## config.mk

```make
export PLATFORM = sky130hd
export DESIGN_NAME = ex_fwd_scoreboard_flat
export DESIGN_NICKNAME = d
export VERILOG_FILES = /design/src/rtl/ex_haz_pkg.sv /design/src/rtl/ex_fwd_scoreboard_if.sv /design/src/rtl/ex_fwd_port_sel.sv /design/src/rtl/ex_fwd_scoreboard.sv /design/src/flat_wrapper.sv
export SDC_FILE = /design/constraint.sdc
export NUM_CORES = 1
export LEC_CHECK = 0
export ABC_AREA = 0
export CAP_MARGIN = 25
export CELL_PAD_IN_SITES_DETAIL_PLACEMENT = 0
export CELL_PAD_IN_SITES_GLOBAL_PLACEMENT = 1
export CORE_ASPECT_RATIO = 0.8
export CORE_MARGIN = 1
export CORE_UTILIZATION = 31
export CTS_CLUSTER_DIAMETER = 100
export CTS_CLUSTER_SIZE = 25
export DETAILED_ROUTE_END_ITERATION = 8
export PLACE_DENSITY_LB_ADDON = 0.1
export SYNTH_ARGS = -nofsm -noshare
export SYNTH_HDL_FRONTEND = slang
export SYNTH_SLANG_ARGS = --single-unit
```

## constraint.sdc

```tcl
create_clock -name clk_i -period 9.9 [get_ports clk_i]
set_input_delay 1.98 -clock clk_i [delete_from_list [all_inputs] [get_ports clk_i]]
set_output_delay 1.98 -clock clk_i [all_outputs]
set_load 0.1 [all_outputs]
```

## src/rtl/ex_haz_pkg.sv

```systemverilog
// Shared types and constants for the EX-stage forwarding / hazard unit.
//   ADDR_W / DATA_W  : register address and data widths (2**ADDR_W architectural regs)
//   reg_addr_t       : register address
//   word_t           : data word
//   pend_cnt_t       : busy-register count, one bit wider than an address so it can hold 2**ADDR_W
//   fwd_tap_t        : one write-back tap {we, waddr, wdata, dvalid}
//   popcount()       : number of set bits in a busy vector
package ex_haz_pkg;

  localparam int ADDR_W        = 5;
  localparam int DATA_W        = 32;
  localparam int NUM_ARCH_REGS = 2 ** ADDR_W;
  localparam int PERF_W        = 32;

  typedef logic [ADDR_W-1:0] reg_addr_t;
  typedef logic [DATA_W-1:0] word_t;
  typedef logic [ADDR_W:0]   pend_cnt_t;

  typedef struct packed {
    logic      we;
    reg_addr_t waddr;
    word_t     wdata;
    logic      dvalid;
  } fwd_tap_t;

  function automatic pend_cnt_t popcount(input logic [NUM_ARCH_REGS-1:0] v);
    pend_cnt_t cnt;
    cnt = '0;
    for (int i = 0; i < NUM_ARCH_REGS; i++) begin
      cnt = cnt + pend_cnt_t'(v[i]);
    end
    return cnt;
  endfunction

endpackage

```

## src/rtl/ex_fwd_scoreboard_if.sv

```systemverilog
// Bus bundle between the EX stage / pipeline controller and ex_fwd_scoreboard.
//   rd_*        : per read port enable, address, raw regfile data
//   fwd_*       : per write-back tap (index 0 = youngest) write enable, address, data, data-valid
//   lop_issue_* : long-op issue request and destination; lop_issue_rdy_o is the ready side
//   lop_done_*  : long-op completion, destination and result
//   rdata_o     : resolved operands, stall_o : hold EX and earlier, pend_cnt_o : busy register count
// Handshake: a long op is accepted at a rising clock edge exactly when lop_issue_i and
// lop_issue_rdy_o are both high; lop_issue_i without ready is dropped (no state change), and
// the issuer must not depend on ready to decide whether to raise lop_issue_i.
// Modports: slave = the hazard unit, master = the driving pipeline.
interface ex_fwd_scoreboard_if #(
  parameter int NUM_RD         = 2,
  parameter int NUM_FWD_STAGES = 2
) ();
  import ex_haz_pkg::*;

  logic      [NUM_RD-1:0]         rd_en_i;
  reg_addr_t [NUM_RD-1:0]         rd_addr_i;
  word_t     [NUM_RD-1:0]         rd_data_i;
  logic      [NUM_FWD_STAGES-1:0] fwd_we_i;
  reg_addr_t [NUM_FWD_STAGES-1:0] fwd_waddr_i;
  word_t     [NUM_FWD_STAGES-1:0] fwd_wdata_i;
  logic      [NUM_FWD_STAGES-1:0] fwd_dvalid_i;
  logic                           lop_issue_i;
  reg_addr_t                      lop_waddr_i;
  logic                           lop_issue_rdy_o;
  logic                           lop_done_i;
  reg_addr_t                      lop_daddr_i;
  word_t                          lop_ddata_i;
  word_t     [NUM_RD-1:0]         rdata_o;
  logic                           stall_o;
  pend_cnt_t                      pend_cnt_o;

  modport slave (
    input  rd_en_i, rd_addr_i, rd_data_i,
    input  fwd_we_i, fwd_waddr_i, fwd_wdata_i, fwd_dvalid_i,
    input  lop_issue_i, lop_waddr_i, lop_done_i, lop_daddr_i, lop_ddata_i,
    output lop_issue_rdy_o, rdata_o, stall_o, pend_cnt_o
  );

  modport master (
    output rd_en_i, rd_addr_i, rd_data_i,
    output fwd_we_i, fwd_waddr_i, fwd_wdata_i, fwd_dvalid_i,
    output lop_issue_i, lop_waddr_i, lop_done_i, lop_daddr_i, lop_ddata_i,
    input  lop_issue_rdy_o, rdata_o, stall_o, pend_cnt_o
  );

endinterface

```

## src/rtl/ex_fwd_port_sel.sv

```systemverilog
// Operand resolution for one read port (purely combinational).
//   en_i/addr_i/rd_data_i : read request and raw regfile data
//   busy_i                : scoreboard busy bit of addr_i
//   taps_i                : write-back taps, index 0 = youngest
//   lop_*                 : long-op completion bypass
//   rdata_o               : resolved operand
//   stall_o               : this port needs the pipeline held
//   hit_o                 : operand came from the completion bypass or a tap
// Priority: disabled -> raw data; r0 -> 0; completing long op; youngest matching tap; raw data.
module ex_fwd_port_sel
  import ex_haz_pkg::*;
#(
  parameter int NUM_FWD_STAGES = 2
) (
  input  logic                           en_i,
  input  reg_addr_t                      addr_i,
  input  word_t                          rd_data_i,
  input  logic                           busy_i,
  input  fwd_tap_t [NUM_FWD_STAGES-1:0]  taps_i,
  input  logic                           lop_done_i,
  input  reg_addr_t                      lop_daddr_i,
  input  word_t                          lop_ddata_i,
  output word_t                          rdata_o,
  output logic                           stall_o,
  output logic                           hit_o
);

  logic done_match;
  logic tap_found;

  always_comb begin
    rdata_o    = rd_data_i;
    stall_o    = 1'b0;
    hit_o      = 1'b0;
    tap_found  = 1'b0;
    done_match = lop_done_i && (lop_daddr_i == addr_i);
    if (en_i) begin
      if (addr_i == '0) begin
        rdata_o = '0;
      end else begin
        if (done_match) begin
          rdata_o = lop_ddata_i;
          hit_o   = 1'b1;
        end else begin
          // Youngest match wins; an older ready tap must not hide a younger load in flight.
          for (int s = 0; s < NUM_FWD_STAGES; s++) begin
            if (!tap_found && taps_i[s].we && (taps_i[s].waddr == addr_i)) begin
              tap_found = 1'b1;
              rdata_o   = taps_i[s].wdata;
              hit_o     = 1'b1;
              if (!taps_i[s].dvalid) begin
                stall_o = 1'b1;
              end
            end
          end
        end
        if (busy_i && !done_match) begin
          stall_o = 1'b1;
        end
      end
    end
  end

endmodule

```

## src/rtl/ex_fwd_scoreboard.sv

```systemverilog
// EX-stage operand forwarding and RAW hazard unit with a long-op busy scoreboard.
//   clk_i, rst_i : clock, synchronous active-high reset
//   bus          : ex_fwd_scoreboard_if.slave (read ports, taps, long-op issue/done, results)
//   perf_fwd_hits_o, perf_stall_cyc_o : present only when HAZ_PERF_CNT_EN is defined;
//     forwarded operands in non-stall cycles, and stall cycles (both wrap at 2**32)
// Address/data widths come from ex_haz_pkg; NUM_RD / NUM_FWD_STAGES must match the interface.
module ex_fwd_scoreboard
  import ex_haz_pkg::*;
#(
  parameter int NUM_RD         = 2,
  parameter int NUM_FWD_STAGES = 2
) (
  input  logic                 clk_i,
  input  logic                 rst_i,
  ex_fwd_scoreboard_if.slave   bus
`ifdef HAZ_PERF_CNT_EN
  ,
  output logic [PERF_W-1:0]    perf_fwd_hits_o,
  output logic [PERF_W-1:0]    perf_stall_cyc_o
`endif
);

  fwd_tap_t [NUM_FWD_STAGES-1:0] taps;
  logic [NUM_ARCH_REGS-1:0]      busy_q, busy_d;
  pend_cnt_t                     pend_cnt_q, pend_cnt_d;
  word_t [NUM_RD-1:0]            port_data;
  logic  [NUM_RD-1:0]            port_stall;
  logic  [NUM_RD-1:0]            port_hit;
  logic                          stall_any;

  always_comb begin
    for (int s = 0; s < NUM_FWD_STAGES; s++) begin
      taps[s].we     = bus.fwd_we_i[s];
      taps[s].waddr  = bus.fwd_waddr_i[s];
      taps[s].wdata  = bus.fwd_wdata_i[s];
      taps[s].dvalid = bus.fwd_dvalid_i[s];
    end
  end

  for (genvar k = 0; k < NUM_RD; k++) begin : g_port
    ex_fwd_port_sel #(.NUM_FWD_STAGES(NUM_FWD_STAGES)) u_sel (
      .en_i        (bus.rd_en_i[k]),
      .addr_i      (bus.rd_addr_i[k]),
      .rd_data_i   (bus.rd_data_i[k]),
      .busy_i      (busy_q[bus.rd_addr_i[k]]),
      .taps_i      (taps),
      .lop_done_i  (bus.lop_done_i),
      .lop_daddr_i (bus.lop_daddr_i),
      .lop_ddata_i (bus.lop_ddata_i),
      .rdata_o     (port_data[k]),
      .stall_o     (port_stall[k]),
      .hit_o       (port_hit[k])
    );
  end

  assign stall_any           = |port_stall;
  assign bus.stall_o         = !rst_i && stall_any;
  assign bus.lop_issue_rdy_o = !rst_i && !busy_q[bus.lop_waddr_i];
  assign bus.rdata_o         = rst_i ? '0 : port_data;
  assign bus.pend_cnt_o      = pend_cnt_q;

  // Clear on completion first, then set on issue, so a same-register issue+done leaves it busy.
  always_comb begin
    busy_d = busy_q;
    if (bus.lop_done_i) begin
      busy_d[bus.lop_daddr_i] = 1'b0;
    end
    if (bus.lop_issue_i && bus.lop_issue_rdy_o) begin
      busy_d[bus.lop_waddr_i] = 1'b1;
    end
    busy_d[0]  = 1'b0;
    pend_cnt_d = popcount(busy_d);
  end

  always_ff @(posedge clk_i) begin
    if (rst_i) begin
      busy_q     <= '0;
      pend_cnt_q <= '0;
    end else begin
      busy_q     <= busy_d;
      pend_cnt_q <= pend_cnt_d;
    end
  end

`ifdef HAZ_PERF_CNT_EN
  logic [PERF_W-1:0] hits_q, hits_d;
  logic [PERF_W-1:0] stall_cyc_q, stall_cyc_d;
  logic [PERF_W-1:0] hit_sum;

  always_comb begin
    hit_sum = '0;
    for (int k = 0; k < NUM_RD; k++) begin
      hit_sum = hit_sum + PERF_W'(port_hit[k]);
    end
    hits_d      = bus.stall_o ? hits_q : hits_q + hit_sum;
    stall_cyc_d = stall_cyc_q + PERF_W'(bus.stall_o);
  end

  always_ff @(posedge clk_i) begin
    if (rst_i) begin
      hits_q      <= '0;
      stall_cyc_q <= '0;
    end else begin
      hits_q      <= hits_d;
      stall_cyc_q <= stall_cyc_d;
    end
  end

  assign perf_fwd_hits_o  = hits_q;
  assign perf_stall_cyc_o = stall_cyc_q;
`else
  logic unused_port_hit;
  assign unused_port_hit = ^port_hit;
`endif

endmodule

```

## src/flat_wrapper.sv

```systemverilog
// flat-port wrapper written by rule: the top's interface ports become plain ports
module ex_fwd_scoreboard_flat import ex_haz_pkg::*;
#(
  parameter int NUM_RD         = 2,
  parameter int NUM_FWD_STAGES = 2
)
  (clk_i, rst_i, bus_rd_en_i, bus_rd_addr_i, bus_rd_data_i, bus_fwd_we_i, bus_fwd_waddr_i, bus_fwd_wdata_i, bus_fwd_dvalid_i, bus_lop_issue_i, bus_lop_waddr_i, bus_lop_done_i, bus_lop_daddr_i, bus_lop_ddata_i, bus_lop_issue_rdy_o, bus_rdata_o, bus_stall_o, bus_pend_cnt_o);
  ex_fwd_scoreboard_if #(.NUM_RD(NUM_RD), .NUM_FWD_STAGES(NUM_FWD_STAGES)) bus_i ();
  input  logic clk_i;
  input  logic rst_i;
  input wire logic [$bits(bus_i.rd_en_i)-1:0] bus_rd_en_i;
  input wire logic [$bits(bus_i.rd_addr_i)-1:0] bus_rd_addr_i;
  input wire logic [$bits(bus_i.rd_data_i)-1:0] bus_rd_data_i;
  input wire logic [$bits(bus_i.fwd_we_i)-1:0] bus_fwd_we_i;
  input wire logic [$bits(bus_i.fwd_waddr_i)-1:0] bus_fwd_waddr_i;
  input wire logic [$bits(bus_i.fwd_wdata_i)-1:0] bus_fwd_wdata_i;
  input wire logic [$bits(bus_i.fwd_dvalid_i)-1:0] bus_fwd_dvalid_i;
  input wire logic [$bits(bus_i.lop_issue_i)-1:0] bus_lop_issue_i;
  input wire logic [$bits(bus_i.lop_waddr_i)-1:0] bus_lop_waddr_i;
  input wire logic [$bits(bus_i.lop_done_i)-1:0] bus_lop_done_i;
  input wire logic [$bits(bus_i.lop_daddr_i)-1:0] bus_lop_daddr_i;
  input wire logic [$bits(bus_i.lop_ddata_i)-1:0] bus_lop_ddata_i;
  output wire logic [$bits(bus_i.lop_issue_rdy_o)-1:0] bus_lop_issue_rdy_o;
  output wire logic [$bits(bus_i.rdata_o)-1:0] bus_rdata_o;
  output wire logic [$bits(bus_i.stall_o)-1:0] bus_stall_o;
  output wire logic [$bits(bus_i.pend_cnt_o)-1:0] bus_pend_cnt_o;
  assign bus_i.rd_en_i = bus_rd_en_i;
  assign bus_i.rd_addr_i = bus_rd_addr_i;
  assign bus_i.rd_data_i = bus_rd_data_i;
  assign bus_i.fwd_we_i = bus_fwd_we_i;
  assign bus_i.fwd_waddr_i = bus_fwd_waddr_i;
  assign bus_i.fwd_wdata_i = bus_fwd_wdata_i;
  assign bus_i.fwd_dvalid_i = bus_fwd_dvalid_i;
  assign bus_i.lop_issue_i = bus_lop_issue_i;
  assign bus_i.lop_waddr_i = bus_lop_waddr_i;
  assign bus_i.lop_done_i = bus_lop_done_i;
  assign bus_i.lop_daddr_i = bus_lop_daddr_i;
  assign bus_i.lop_ddata_i = bus_lop_ddata_i;
  assign bus_lop_issue_rdy_o = bus_i.lop_issue_rdy_o;
  assign bus_rdata_o = bus_i.rdata_o;
  assign bus_stall_o = bus_i.stall_o;
  assign bus_pend_cnt_o = bus_i.pend_cnt_o;
  ex_fwd_scoreboard #(.NUM_RD(NUM_RD), .NUM_FWD_STAGES(NUM_FWD_STAGES)) u_core (.clk_i(clk_i), .rst_i(rst_i), .bus(bus_i));
endmodule
```

==> flow_summary.ini <==
[outcome]
outcome = finished clean

[flow_run]
max_cap_viol_count = 0

[sta]
finClkSkew_ns = 0.00804
slew_headroom_pct = 25.2
finalSetupViolCount = 0
drv_slew = 0
hold_violations = 0
finalCritPeriodShare_pct = 91.2
tightest_slew_ns = 1.12
rsz0062_at_grt = no
fin_crit_ns = 9.02
fin_hold_ws_ns = 0.591
fmax_mhz = 111
fin_setup_tns_ns = 0

[floorplanning]
core-area_sq_um = 20800
rows = 47
start_util_pct = 31.8
die_area_sq_um = 21900
die_h_um = 132
die_x_um = 165
pin_count = 272

[logic_synthesis]
synth_edf_count = 0
ys_types = 62
synth_async_sr_flop_share_pct = 0
syn_avg_cell_area_sq_um = 7.70
synthTopCellsByCount = 62 x inv_1, 62 x mux2i_1, 61 x clkbuf_1, 53 x nor2_1, 52 x nand2_1
synth.top_cell.area_share_pct = 11.2
ys_ff_latch = 37
synth_ff_type = dfxtp_1
synth_seq_area_share_pct = 11.2
yosysTopAreaCell = dfxtp_1
syn_area_sq_um = 6590
yosys_warnings = 0
syn_inst = 856
syn-num-nets = 1088
synth.area.top_cells = dfxtp_1 11%, mux2i_1 9.4%, fa_1 7.0%, a21o_1 4.8%, inv_1 3.5%

[worst_setup_path]
crit_slowest_cell = clkdlybuf4s50_1
reg2reg_from = u_core.busy_q[19]
crit_arrival_ns = 9.18
path_buf_inv = 4
cp_data_required_time_ns = 10.06
path_cells = clkdlybuf4s50_1 > mux4_2 > a32o_1 > a211o_1 > or4_4 > o21a_4 > fa_1 > fa_1 > inv_1 > fa_1 > inv_1 > fa_1 > fa_1 > inv_1 > fa_1 > ha_1 > fa_1 > a21o_1 > a21oi_1 > xor2_1 > nor2_1
critical-path-top-delay-family = adder cells
crit_top_cell = fa_1
critical_path_class = in2reg
worstSetupStartpoint = bus_lop_waddr_i[1]
start_kind = primary input
cpPeakStageDelay_ns = 0.87
cp-end-kind = register
crit_fanout = 17

[global_route]
grt_pass1_vias = 7455
grt_start_max_net_pins = 48
grt_first_pass_wirelength_um = 43700
grtUsageTotal_pct = 25.7
antenna_found_initial = 2
grt-ovfl-total = 0

[clock_tree]
post_cts_resize_count = 0
clock-root-buffer = clkbuf_16
postCtsSetupBuffers = 0
clock_latency_ns = 0.28
path_clk_slew_ns = 0.06
htreeDepth = 2
cts_made_buffers = 5
ctsHoldBuffers = 0
cts_buffer_depth = 2
cts_sinks = 37
cts_tree = done

[drt]
ant_nets = 0
wl_um = 29000
drc_errors = 0
vias_per_cell = 5.79
firstDrtPassIters = 5
wire_per_inst_um = 21.6
drt_iter0_drc = 567
routed-via-count = 7771

[power]
p_leak_nw = 4.16
ir_drop_mv = 0.0514
p_per_area_nw_per_um2 = 82.2

[finish]
synthToLayoutAreaGrowth_pct = 43.9
drive_gt1_share_pct = 13.1
nets = 1302
final_cells = 1342

[place]
io_buffers = 271
gp_congestion = 0.908
dp_cells = 1330
dp_hpwl_um = 21600

[min_path]
min_from = u_core.busy_q[6]
min_path_type = reg2reg
where the power goes:
part	switching [mW]	leakage, nW	total [mW]	internal, mW
sequential	0.00230	0.299	0.154	0.151
clock	0.0649	0.0768	0.165	0.100
combinational	0.298	3.79	0.461	0.164
final timing paths:
| kind | to | slack, ns | cells after the start |
|---|---|---|---|
| min reg2reg | u_core.busy_q[6] | 0.59 | 2 |
| max | u_core.bus.pend_cnt_o[4] | 0.88 | 21 |
| min | u_core.busy_q[6] | 0.59 | 2 |
| max reg2reg | u_core.bus.pend_cnt_o[4] | 3.16 | 20 |
routing by layer:
| layer | global-route usage (%) | part of all wire, % | up-vias | routed length (um) |
|---|---|---|---|---|
| met4 | 6.01 | 1.8 | 0 | 522 |
| met5 | 0 | 0 | - | 0 |
| li1 | - | - | 3696 | - |
| met1 | 36.9 | 46 | 3725 | 13300 |
| met2 | 39.4 | 44 | 319 | 12600 |
| met3 | 4.76 | 8.8 | 31 | 2540 |
tightest hold or removal path, stage by stage, from the launching register on:
cell and delay (ns):
dfxtp_1 0.34, o21ai_0 0.11, o22ai_1 0.08
kinds of logic (layout without fill, tap and decap cells):
| logic type | after synthesis | in the layout | synth area share, % |
|---|---|---|---|
| AND/OR/NAND/NOR | 199 | 199 | 15.4 |
| AO/OA/AOI/OAI | 314 | 314 | 34.7 |
| buffers and inverters | 150 | 365 | 9.07 |
| other | 0 | 2 | 0 |
| adder cells (fa/ha/maj) | 32 | 32 | 8.69 |
| XOR/XNOR | 30 | 30 | 3.99 |
| multiplexers | 94 | 94 | 16.9 |
| flip-flops | 37 | 37 | 11.2 |
flip-flops by register name, summed over array words and instances (netlist names):
name                   flops
u_core.bus.pend_cnt_o      6
u_core.busy_q             31
layout by cell type (no fill, tap or decap), types with 23 or more instances in the layout:
| cell | synthesis | final |
|---|---|---|
| clkdlybuf4s50_1 | 0 | 207 |
| buf_4 | 0 | 85 |
| inv_1 | 62 | 62 |
| mux2i_1 | 62 | 62 |
| nor2_1 | 53 | 53 |
| nand2_1 | 52 | 52 |
| a21o_1 | 42 | 42 |
| dfxtp_1 | 37 | 37 |
| o21ai_0 | 29 | 29 |
| o22ai_1 | 29 | 29 |
| a22oi_1 | 27 | 27 |
| a31oi_1 | 26 | 26 |
| fa_1 | 23 | 23 |
per-stage QoR:
| stage | setup WS [ns] | utilization (%) | power [mW] | cell area, sq um |
|---|---|---|---|---|
| after floorplan | 1.50 | - | 0.450 | 6590 |
| after global placement | 0.595 | 44.8 | 0.617 | 9310 |
| after detailed placement | 0.571 | 44.8 | 0.615 | 9310 |
| after CTS | 0.856 | 45.6 | 0.781 | 9460 |
| after global routing | 0.534 | 45.7 | 0.813 | 9490 |
| final | 0.876 | 45.7 | 0.780 | 9490 |
layout make-up:
| cell class | count | area [sq um] |
|---|---|---|
| tap | 269 | 337 |
| sequential | 37 | 741 |
| clock buffer | 6 | 139 |
| multi-input combinational | 669 | 5290 |
| inverter | 63 | 236 |
| fill | 2141 | 11300 |
| clock inverter | 2 | 13.8 |
| timing repair buffer | 294 | 2730 |
| antenna | 2 | 5.00 |
Power figures use the tool's default switching activity.
